==> config.mk <==
export PLATFORM = sky130hd
export DESIGN_NAME = stv_sync_fifo_flex
export DESIGN_NICKNAME = d
export VERILOG_FILES = /design/src/rtl/stv_fifo_pkg.sv /design/src/rtl/stv_fifo_outreg.sv /design/src/rtl/stv_sync_fifo_flex.sv
export SDC_FILE = /design/constraint.sdc
export NUM_CORES = 1
export LEC_CHECK = 0
export BUFFER_PORTS_ARGS = -buffer_cell sky130_fd_sc_hd__buf_4
export CAP_MARGIN = 30
export CELL_PAD_IN_SITES_DETAIL_PLACEMENT = 1
export CELL_PAD_IN_SITES_GLOBAL_PLACEMENT = 1
export CORE_MARGIN = 5
export CORE_UTILIZATION = 39
export CTS_BUF_LIST = sky130_fd_sc_hd__clkbuf_4 sky130_fd_sc_hd__clkbuf_8
export DETAILED_ROUTE_END_ITERATION = 6
export GPL_TIMING_DRIVEN = 1
export PLACE_DENSITY = 0.75
export SYNTH_ARGS = -nofsm -noshare
export SYNTH_HDL_FRONTEND = slang
export SYNTH_SLANG_ARGS = --single-unit
==> constraint.sdc <==
create_clock -name clk -period 3.8 [get_ports clk]
set_clock_uncertainty 0.05 [all_clocks]
set_input_delay 0.76 -clock clk [delete_from_list [all_inputs] [get_ports clk]]
set_output_delay 0.76 -clock clk [all_outputs]
set_load 0.05 [all_outputs]
==> src/rtl/stv_fifo_pkg.sv <==
// stv_fifo_pkg: shared helpers for the flexible synchronous FIFO
package stv_fifo_pkg;
    function automatic int stv_cntw(input int depth);
        return $clog2(depth + 1);
    endfunction
    function automatic int stv_ptr_inc(input int ptr, input int depth);
        return (ptr == depth - 1) ? 0 : ptr + 1;
    endfunction
endpackage

==> src/rtl/stv_fifo_outreg.sv <==
// stv_fifo_outreg: prefetch register holding the FIFO head for the registered read path
module stv_fifo_outreg
    import stv_fifo_pkg::*;
#(
    parameter type DTYPE = logic [7:0]
) (
    input  logic clk,
    input  logic arst,
    input  logic flush,
    input  logic wr,
    input  logic rd,
    input  DTYPE wdata,
    input  DTYPE mem_data,
    input  logic mem_avail,
    output logic valid,
    output DTYPE data,
    output logic mem_pop,
    output logic take_w
);
    logic valid_q, valid_d;
    DTYPE data_q, data_d;
    always_comb begin
        // a write bypasses memory whenever the head slot would otherwise be left empty
        take_w = wr && (!valid_q || (rd && !mem_avail));
        mem_pop = rd && mem_avail;
        valid_d = !flush && (take_w || mem_pop || (valid_q && !rd));
        data_d = mem_pop ? mem_data : (take_w ? wdata : data_q);
    end
    always_ff @(posedge clk or posedge arst) begin
        if (arst) valid_q <= 1'b0;
        else valid_q <= valid_d;
    end
    always_ff @(posedge clk) begin
        data_q <= data_d;
    end
    assign valid = valid_q;
    assign data = data_q;
endmodule

==> src/rtl/stv_sync_fifo_flex.sv <==
// stv_sync_fifo_flex: ready/valid FIFO with any depth, optional registered read, flush, thresholds and high-water mark
module stv_sync_fifo_flex
    import stv_fifo_pkg::*;
#(
    parameter type DTYPE = logic [7:0],
    parameter int DEPTH = 8,
    parameter bit FLOWTHROUGH = 0,
    parameter bit OUTREG = 0,
    localparam int CNTW = stv_cntw(DEPTH)
) (
    input  logic            clk,
    input  logic            arst,
    input  logic            rready,
    output logic            rvalid,
    output DTYPE            rdata,
    input  logic            wvalid,
    output logic            wready,
    input  DTYPE            wdata,
    input  logic            flush,
    input  logic [CNTW-1:0] afull_thresh,
    input  logic [CNTW-1:0] aempty_thresh,
    input  logic            hwm_clr,
    output logic            empty,
    output logic            full,
    output logic            almost_full,
    output logic            almost_empty,
    output logic [CNTW-1:0] count,
    output logic [CNTW-1:0] hwm
);
    // with the registered read path the head lives in the prefetch register, not in memory
    localparam int MD = OUTREG ? DEPTH - 1 : DEPTH;
    localparam int PW = MD > 1 ? $clog2(MD) : 1;
    DTYPE mem [MD];
    logic [PW-1:0] wptr_q, wptr_d, rptr_q, rptr_d;
    logic [CNTW-1:0] count_q, count_d, hwm_q, hwm_d;
    logic wr, rd, mem_we, mem_re;
    assign empty = count_q == '0;
    assign full = count_q == CNTW'(DEPTH);
    assign almost_full = count_q >= afull_thresh;
    assign almost_empty = count_q <= aempty_thresh;
    assign count = count_q;
    assign hwm = hwm_q;
    assign wready = !flush && (!full || (FLOWTHROUGH && rready));
    assign wr = wvalid && wready;
    assign rd = rvalid && rready;
    if (OUTREG) begin : g_outreg
        logic pv, take_w;
        stv_fifo_outreg #(.DTYPE(DTYPE)) u_outreg (
            .clk(clk),
            .arst(arst),
            .flush(flush),
            .wr(wr),
            .rd(rd),
            .wdata(wdata),
            .mem_data(mem[rptr_q]),
            .mem_avail(count_q > CNTW'(1)),
            .valid(pv),
            .data(rdata),
            .mem_pop(mem_re),
            .take_w(take_w)
        );
        assign rvalid = pv && !flush;
        assign mem_we = wr && !take_w;
    end else begin : g_comb
        assign rvalid = !flush && (!empty || (FLOWTHROUGH && wvalid));
        assign rdata = (FLOWTHROUGH && empty) ? wdata : mem[rptr_q];
        assign mem_we = wr && !(FLOWTHROUGH && empty && rd);
        assign mem_re = rd && !(FLOWTHROUGH && empty);
    end
    always_comb begin
        wptr_d = flush ? '0 : (mem_we ? PW'(stv_ptr_inc(int'(wptr_q), MD)) : wptr_q);
        rptr_d = flush ? '0 : (mem_re ? PW'(stv_ptr_inc(int'(rptr_q), MD)) : rptr_q);
        count_d = flush ? '0 : count_q + CNTW'(wr) - CNTW'(rd);
        hwm_d = flush ? '0 : (hwm_clr ? count_d : (count_d > hwm_q ? count_d : hwm_q));
    end
    always_ff @(posedge clk or posedge arst) begin
        if (arst) begin
            wptr_q <= '0;
            rptr_q <= '0;
            count_q <= '0;
            hwm_q <= '0;
        end else begin
            wptr_q <= wptr_d;
            rptr_q <= rptr_d;
            count_q <= count_d;
            hwm_q <= hwm_d;
        end
    end
    always_ff @(posedge clk) begin
        if (mem_we) mem[wptr_q] <= wdata;
    end
    a_cfg: assert property (@(posedge clk) DEPTH >= 2 && !(FLOWTHROUGH && OUTREG));
    a_cnt: assert property (@(posedge clk) disable iff (arst) count_q <= CNTW'(DEPTH));
    a_ovf: assert property (@(posedge clk) disable iff (arst) (wr && full) |-> rd);
endmodule
==> flow_metrics.py, run 1 <==
metrics = {
    "run_status": {
        "status": "completed",
    },
    "critical_path": {
        "critPathTopFamily": "adder cells",
        "critPathCaptureType": "flop",
        "crit_type": "reg2reg",
        "path_cells": "ha_2, nor3b_4, nor3b_4, inv_2, ha_4, inv_1, ha_2, a21o_1, a21oi_2, xnor2_1, nor2_1, ha_1, a211oi_2, o21ai_2, a31oi_4, mux2_4",
        "timing.critical_path.buf_inv": 2,
        "crit_path_start_kind": "flop",
        "arrival_ns": 3.75,
        "worstPathRequired_ns": 3.99,
        "crit_start": "count[3]$_DFF_PP0_",
        "ff2ff_path_depth": 16,
        "r2r_start": "count[3]$_DFF_PP0_",
        "slowest_stage": "dfrtp_2",
        "reg2reg_to": "hwm[1]$_DFFE_PP0P_",
        "slowest_delay_ns": 0.46,
        "r2r_setup_slack_ns": 0.25,
        "path_max_fanout": 5,
    },
    "synthesis": {
        "synthCells": 219,
        "ys_seq_area_share_pct": 62.7,
        "syn_avg_cell_area_um2": 16.6,
        "yosysUniqueCellTypes": 36,
        "yosys_warnings": 0,
        "mappedNetlistNets": 264,
        "mappedNetlistArea_um2": 3630,
        "ys_ff_latch": 78,
    },
    "sta": {
        "finalSetupViolations": 0,
        "slew_headroom_pct": 39.5,
        "drv_slew": 0,
        "holdWs_ns": 0.412,
        "setup-tns-final_ns": 0,
        "min_period_ns": 3.55,
        "fmax_mhz": 281,
        "worst-slew-pin-transition_ns": 0.904,
        "hold_viol": 0,
        "min_period_over_period_pct": 93.5,
        "rsz0062_at_grt": "false",
        "worst_slack_ns": 0.246,
    },
    "cells_and_area": {
        "final_common_cell": "edfxtp_1",
        "multi_input_area_um2": 1330,
        "final_cells": 389,
        "syn_to_final_growth_pct": 21.1,
        "fin_area_um2": 4390,
        "finalNetCount": 318,
        "mostFrequentLayoutCells": "edfxtp_1 (64), buf_4 (50), ha_1 (17), inv_1 (16), nor2_1 (15)",
        "diodes": 0,
        "drive_gt1_share_pct": 38.1,
        "register_area_um2": 2270,
        "finish.utilization_pct": 48.0,
        "nFillCells": 899,
    },
    "power": {
        "p_leak_nw": 1.70,
        "vdd_ir_drop_max_mv": 0.315,
        "power.density_nw_per_um2": 714,
        "total_power_mw": 3.13,
    },
    "detailed_routing": {
        "wl_met1_um": 3160,
        "ant_nets": 0,
        "wl_per_cell_um": 19.0,
        "drtPass1Iterations": 4,
        "vias": 2012,
        "drtIter0Drc": 50,
        "remaining_drc_errors": 0,
        "top_layer": "met4",
        "drt-total-wl_um": 7400,
        "routed_via_density": 5.17,
        "dr_wl_met2_um": 3950,
        "dr_wl_met3_um": 177,
    },
    "global_route": {
        "gr-total-overflow": 0,
        "antenna_found_initial": 0,
        "grt_usage_pct": 14.1,
        "grt_first_pass_wirelength_um": 12000,
        "grt_start_max_net_pins": 19,
        "grt_pass1_vias": 2199,
    },
    "placement": {
        "dpl.hpwl_um": 5410,
        "gp_congestion": 0.715,
        "port_buffers": 43,
        "pre_cts_slack_ns": 0.0666,
        "dp_cells": 373,
        "place_area_um2": 4180,
    },
    "floorplanning": {
        "io-pin-count": 44,
        "die_h_um": 106,
        "die_w_um": 106,
        "initial_core_util_pct": 39.6,
        "die-area_um2": 11300,
        "rows": 35,
        "coreArea_um2": 9150,
    },
    "flow_run": {
        "cap_violations": 0,
    },
    "clock_network": {
        "cts-root-buf": "clkbuf_8",
        "cts_resized": 0,
        "h-tree-depth": 3,
        "clock-sinks": 78,
        "cts_buffers": 9,
        "post-cts-setup-buffers": 0,
        "clk_path_buf_depth": 2,
        "cts_tree": "done",
        "holdBufCountCts": 0,
        "clk_pin_slew_ns": 0.09,
        "clk_latency_ns": 0.35,
    },
    "hold_path": {
        "hold_class": "in2async",
    },
}
[area by class of cell]
type	instances	share of cell area (%)
inverter	19	1.62
multi-input combinational	115	30.3
clock inverter	6	1.54
tap	111	3.16
clock buffer	10	2.99
timing repair buffer	50	8.55
sequential	78	51.8
[power breakdown]
part           switching [mW]  internal [mW]
clock network           0.310          0.314
registers               0.100          0.995
logic                   0.817          0.599
total                    1.23           1.91
[kinds of logic (layout without fill, tap and decap cells)]
logic type,count (synthesis),in the layout,share of synthesized area (%)
DFF,78,78,62.7
and+or+nand+nor,43,43,6.38
muxes,28,28,15.3
buffers and inverters,26,85,3.38
adders and majority gates,23,23,8.14
AOI/OAI and AO/OA,19,19,3.69
xor gates and xnor gates,2,2,0.483
[how the worst max path moves through the flow]
stage	endpoint	slack, ns	cells after the start
after CTS	hwm[1]$_DFFE_PP0P_	0.14	17
after global placement	hwm[2]$_DFFE_PP0P_	0.23	15
after detailed placement	hwm[1]$_DFFE_PP0P_	0.07	15
after global routing	hwm[1]$_DFFE_PP0P_	0.04	16
after floorplan	hwm[1]$_DFFE_PP0P_	-0.03	15
final	hwm[1]$_DFFE_PP0P_	0.25	16
[registers in the layout (all words and copies together) (netlist names)]
name,count
count,4
rptr_q,3
mem,64
wptr_q,3
hwm,4
[worst reg2reg max path: stages (launching register included)]
cell and delay [ns]:
dfrtp_2 0.46, ha_2 0.18, nor3b_4 0.17, nor3b_4 0.23
inv_2 0.06, ha_4 0.25, inv_1 0.03, ha_2 0.17
a21o_1 0.17, a21oi_2 0.13, xnor2_1 0.16, nor2_1 0.09
ha_1 0.35, a211oi_2 0.25, o21ai_2 0.14, a31oi_4 0.24
mux2_4 0.32
[per-layer routing]
layer,vias to the layer above,GRT usage [%]
met4,0,5.21
met1,1038,17.4
li1,940,-
met3,9,2.85
met2,25,24.4
met5,-,0
[cell usage after synthesis]
| master | n | area [um2] |
|---|---|---|
| mux2i_1 | 2 | 20.0 |
| a211oi_1 | 1 | 7.51 |
| dfrtp_1 | 14 | 350 |
| buf_6 | 1 | 11.3 |
| a221oi_1 | 1 | 8.76 |
| clkbuf_1 | 3 | 11.3 |
| nand2b_1 | 11 | 68.8 |
| mux4_2 | 8 | 180 |
| mux4_1 | 8 | 210 |
| nor2b_1 | 2 | 12.5 |
| nor3b_1 | 2 | 15.0 |
| edfxtp_1 | 64 | 1920 |
| nand2_1 | 4 | 15.0 |
| nor2_1 | 16 | 60.1 |
| a22o_2 | 1 | 10.0 |
| nand4_1 | 2 | 12.5 |
| ha_1 | 22 | 275 |
| buf_12 | 1 | 20.0 |
| a21oi_1 | 1 | 5.00 |
| a31o_2 | 1 | 8.76 |
| nand3b_1 | 1 | 7.51 |
| nor3_1 | 2 | 10.0 |
| o22ai_1 | 1 | 6.26 |
| a31oi_2 | 1 | 12.5 |
| xnor2_1 | 2 | 17.5 |
| a21o_1 | 4 | 30.0 |
| nand3_1 | 1 | 5.00 |
| mux2_4 | 8 | 120 |
| o21a_1 | 2 | 15.0 |
| mux2_2 | 2 | 22.5 |
| fa_1 | 1 | 20.0 |
| buf_2 | 1 | 5.00 |
| nor3b_2 | 2 | 25.0 |
| o21ai_0 | 6 | 30.0 |
| buf_1 | 1 | 3.75 |
| inv_1 | 19 | 71.3 |
Note: power is estimated with default switching activity, not from simulation.
==> run 2: changes to the inputs <==
--- a/config.mk
+++ b/config.mk
@@ -14,7 +14,7 @@
 export CTS_BUF_LIST = sky130_fd_sc_hd__clkbuf_4 sky130_fd_sc_hd__clkbuf_8
 export DETAILED_ROUTE_END_ITERATION = 6
 export GPL_TIMING_DRIVEN = 1
-export PLACE_DENSITY = 0.75
+export PLACE_DENSITY_LB_ADDON = 0.1
 export SYNTH_ARGS = -nofsm -noshare
 export SYNTH_HDL_FRONTEND = slang
 export SYNTH_SLANG_ARGS = --single-unit
==> run 2 against run 1 <==
  * Count of clock-buffer cells in the layout down 1
  * First-iteration DRC count down 2.0%
  * Die area unchanged
  * Largest power group unchanged
  * Sequential power about the same
  * Largest cell class unchanged
  * Non-clock buffer count up 4
  * Worst hold slack better by 0.014 ns
  * Utilization down 0.19 points
==> flow_metrics.py, run 2 (same netlist as run 1, synthesis figures left out) <==
metrics = {
    "critical_path": {
        "arrival_ns": 3.75,
        "worstPathRequired_ns": 3.98,
        "critPathTopFamily": "compound AO/OA/AOI/OAI gates",
        "path_cells": "inv_2, ha_2, nor3b_4, nor3b_4, inv_2, ha_4, inv_1, ha_2, a21o_1, a21oi_2, xnor2_1, nor2_1, ha_1, a211oi_1, o21ai_1, a31oi_4, mux2_4",
        "crit_type": "reg2reg",
        "reg2reg_to": "hwm[1]$_DFFE_PP0P_",
        "slowest_delay_ns": 0.41,
        "cp.depth": 17,
        "slowest_stage": "dfrtp_2",
        "timing.critical_path.buf_inv": 3,
        "r2r_setup_slack_ns": 0.23,
        "path_max_fanout": 4,
        "ff2ff_path_depth": 17,
        "critPathCaptureType": "flop",
        "r2r_start": "count[2]$_DFF_PP0_",
        "crit_path_start_kind": "flop",
    },
    "power": {
        "power.density_nw_per_um2": 689,
        "pwr-share-clk_pct": 17.7,
        "p_comb_share_pct": 45.8,
        "intPower_mw": 1.82,
        "sw_frac_of_total_pct": 39.6,
        "seqPwrFrac_pct": 36.5,
        "switchingPower_mw": 1.19,
        "vdd_ir_drop_max_mv": 0.476,
        "total_power_mw": 3.01,
        "p_leak_nw": 1.71,
    },
    "detailed_routing": {
        "remaining_drc_errors": 0,
        "wl_met1_um": 3310,
        "routed_via_density": 5.12,
        "dr_wl_met3_um": 193,
        "wl_per_cell_um": 18.5,
        "drtPass1Iterations": 4,
        "drtIter0Drc": 49,
        "dr_wl_met2_um": 3700,
        "drt-total-wl_um": 7240,
        "ant_nets": 0,
        "top_layer": "met4",
        "vias": 2006,
    },
    "global_route": {
        "antenna_found_initial": 0,
        "grt_pass1_vias": 2220,
        "grt_start_max_net_pins": 19,
        "gr-total-overflow": 0,
        "grt_usage_pct": 13.8,
        "grt_first_pass_wirelength_um": 11900,
    },
    "sta": {
        "finalSetupViolations": 0,
        "slew_headroom_pct": 41.6,
        "worst-slew-pin-transition_ns": 0.873,
        "rsz0062_at_grt": "false",
        "min_period_over_period_pct": 94.0,
        "drv_slew": 0,
        "setup-tns-final_ns": 0,
        "hold_viol": 0,
        "holdWs_ns": 0.427,
        "worst_slack_ns": 0.226,
        "min_period_ns": 3.57,
        "fmax_mhz": 280,
    },
    "hold_path": {
        "hold_class": "in2async",
    },
    "floorplanning": {
        "io-pin-count": 44,
        "die_w_um": 106,
        "initial_core_util_pct": 39.6,
        "die_h_um": 106,
        "die-area_um2": 11300,
        "rows": 35,
        "coreArea_um2": 9150,
    },
    "clock_network": {
        "cts_tree": "done",
        "cts_buffers": 9,
        "post-cts-setup-buffers": 0,
        "h-tree-depth": 3,
        "cts-root-buf": "clkbuf_8",
        "cts_resized": 0,
        "clk_path_buf_depth": 2,
        "clock-sinks": 78,
        "clk_pin_slew_ns": 0.08,
        "holdBufCountCts": 0,
        "clk_latency_ns": 0.34,
    },
    "cells_and_area": {
        "largest_reg_flops": 64,
        "finalNetCount": 322,
        "fin_area_um2": 4370,
        "multi_input_area_um2": 1320,
        "final_common_cell": "edfxtp_1",
        "register_area_um2": 2270,
        "top_register": "mem",
        "drive_gt1_share_pct": 37.4,
        "mostFrequentLayoutCells": "edfxtp_1 (64), buf_4 (54), ha_1 (17), inv_1 (16), nor2_1 (16)",
        "nFillCells": 900,
        "syn_to_final_growth_pct": 20.6,
        "diodes": 0,
    },
    "placement": {
        "place_area_um2": 4210,
        "pre_cts_slack_ns": 0.125,
        "dpl.hpwl_um": 5290,
        "port_buffers": 43,
        "gp_congestion": 0.732,
    },
    "flow_run": {
        "cap_violations": 0,
    },
    "run_status": {
        "status": "completed",
    },
}
-- run 2: cell type report --
type	count	area share, %
clock buffer	9	2.83
clock inverter	6	0.887
inverter	19	1.63
multi-input combinational	115	30.2
sequential	78	52.0
tap	111	3.18
timing repair buffer	54	9.27
-- run 2: worst max-delay path by stage --
stage	endpoint	slack [ns]	startpoint
after floorplan	hwm[1]$_DFFE_PP0P_	-0.03	count[2]$_DFF_PP0_
after global placement	hwm[2]$_DFFE_PP0P_	0.20	flush
after detailed placement	hwm[3]$_DFFE_PP0P_	0.13	flush
after CTS	hwm[1]$_DFFE_PP0P_	0.21	count[2]$_DFF_PP0_
after global routing	hwm[3]$_DFFE_PP0P_	0.02	count[2]$_DFF_PP0_
final	hwm[1]$_DFFE_PP0P_	0.23	count[2]$_DFF_PP0_
-- run 2: metal layers --
metal | global-route usage [%] | vias up
li1 | - | 946
met1 | 18.3 | 1030
met4 | 4.11 | 0
met2 | 23.1 | 26
met5 | 0 | -
met3 | 2.55 | 4
-- run 2: worst register-to-register path, delay by kind of cell (launching register included) --
| family | cells | cell delay, ns |
|---|---|---|
| muxes | 1 | 0.32 |
| and+or+nand+nor | 3 | 0.50 |
| xor gates and xnor gates | 1 | 0.15 |
| AOI/OAI and AO/OA | 5 | 0.94 |
| buffers and inverters | 3 | 0.17 |
| adders and majority gates | 4 | 0.93 |
| DFF | 1 | 0.41 |
-- run 2: power groups by stage --
stage                     Clock [mW]  Combinational, mW  Sequential (mW)
after floorplan                    0              0.984             1.17
after global placement             0               1.38             1.12
after detailed placement           0               1.40             1.12
after CTS                      0.548               1.40             1.11
after global routing           0.587               1.50             1.12
final                          0.534               1.38             1.10
-- run 2: stage by stage --
step                      instances  util [%]
after floorplan                 219         -
after global placement          377      46.0
after detailed placement        377      46.0
after CTS                       392      47.8
after global routing            392      47.8
final                           392      47.8
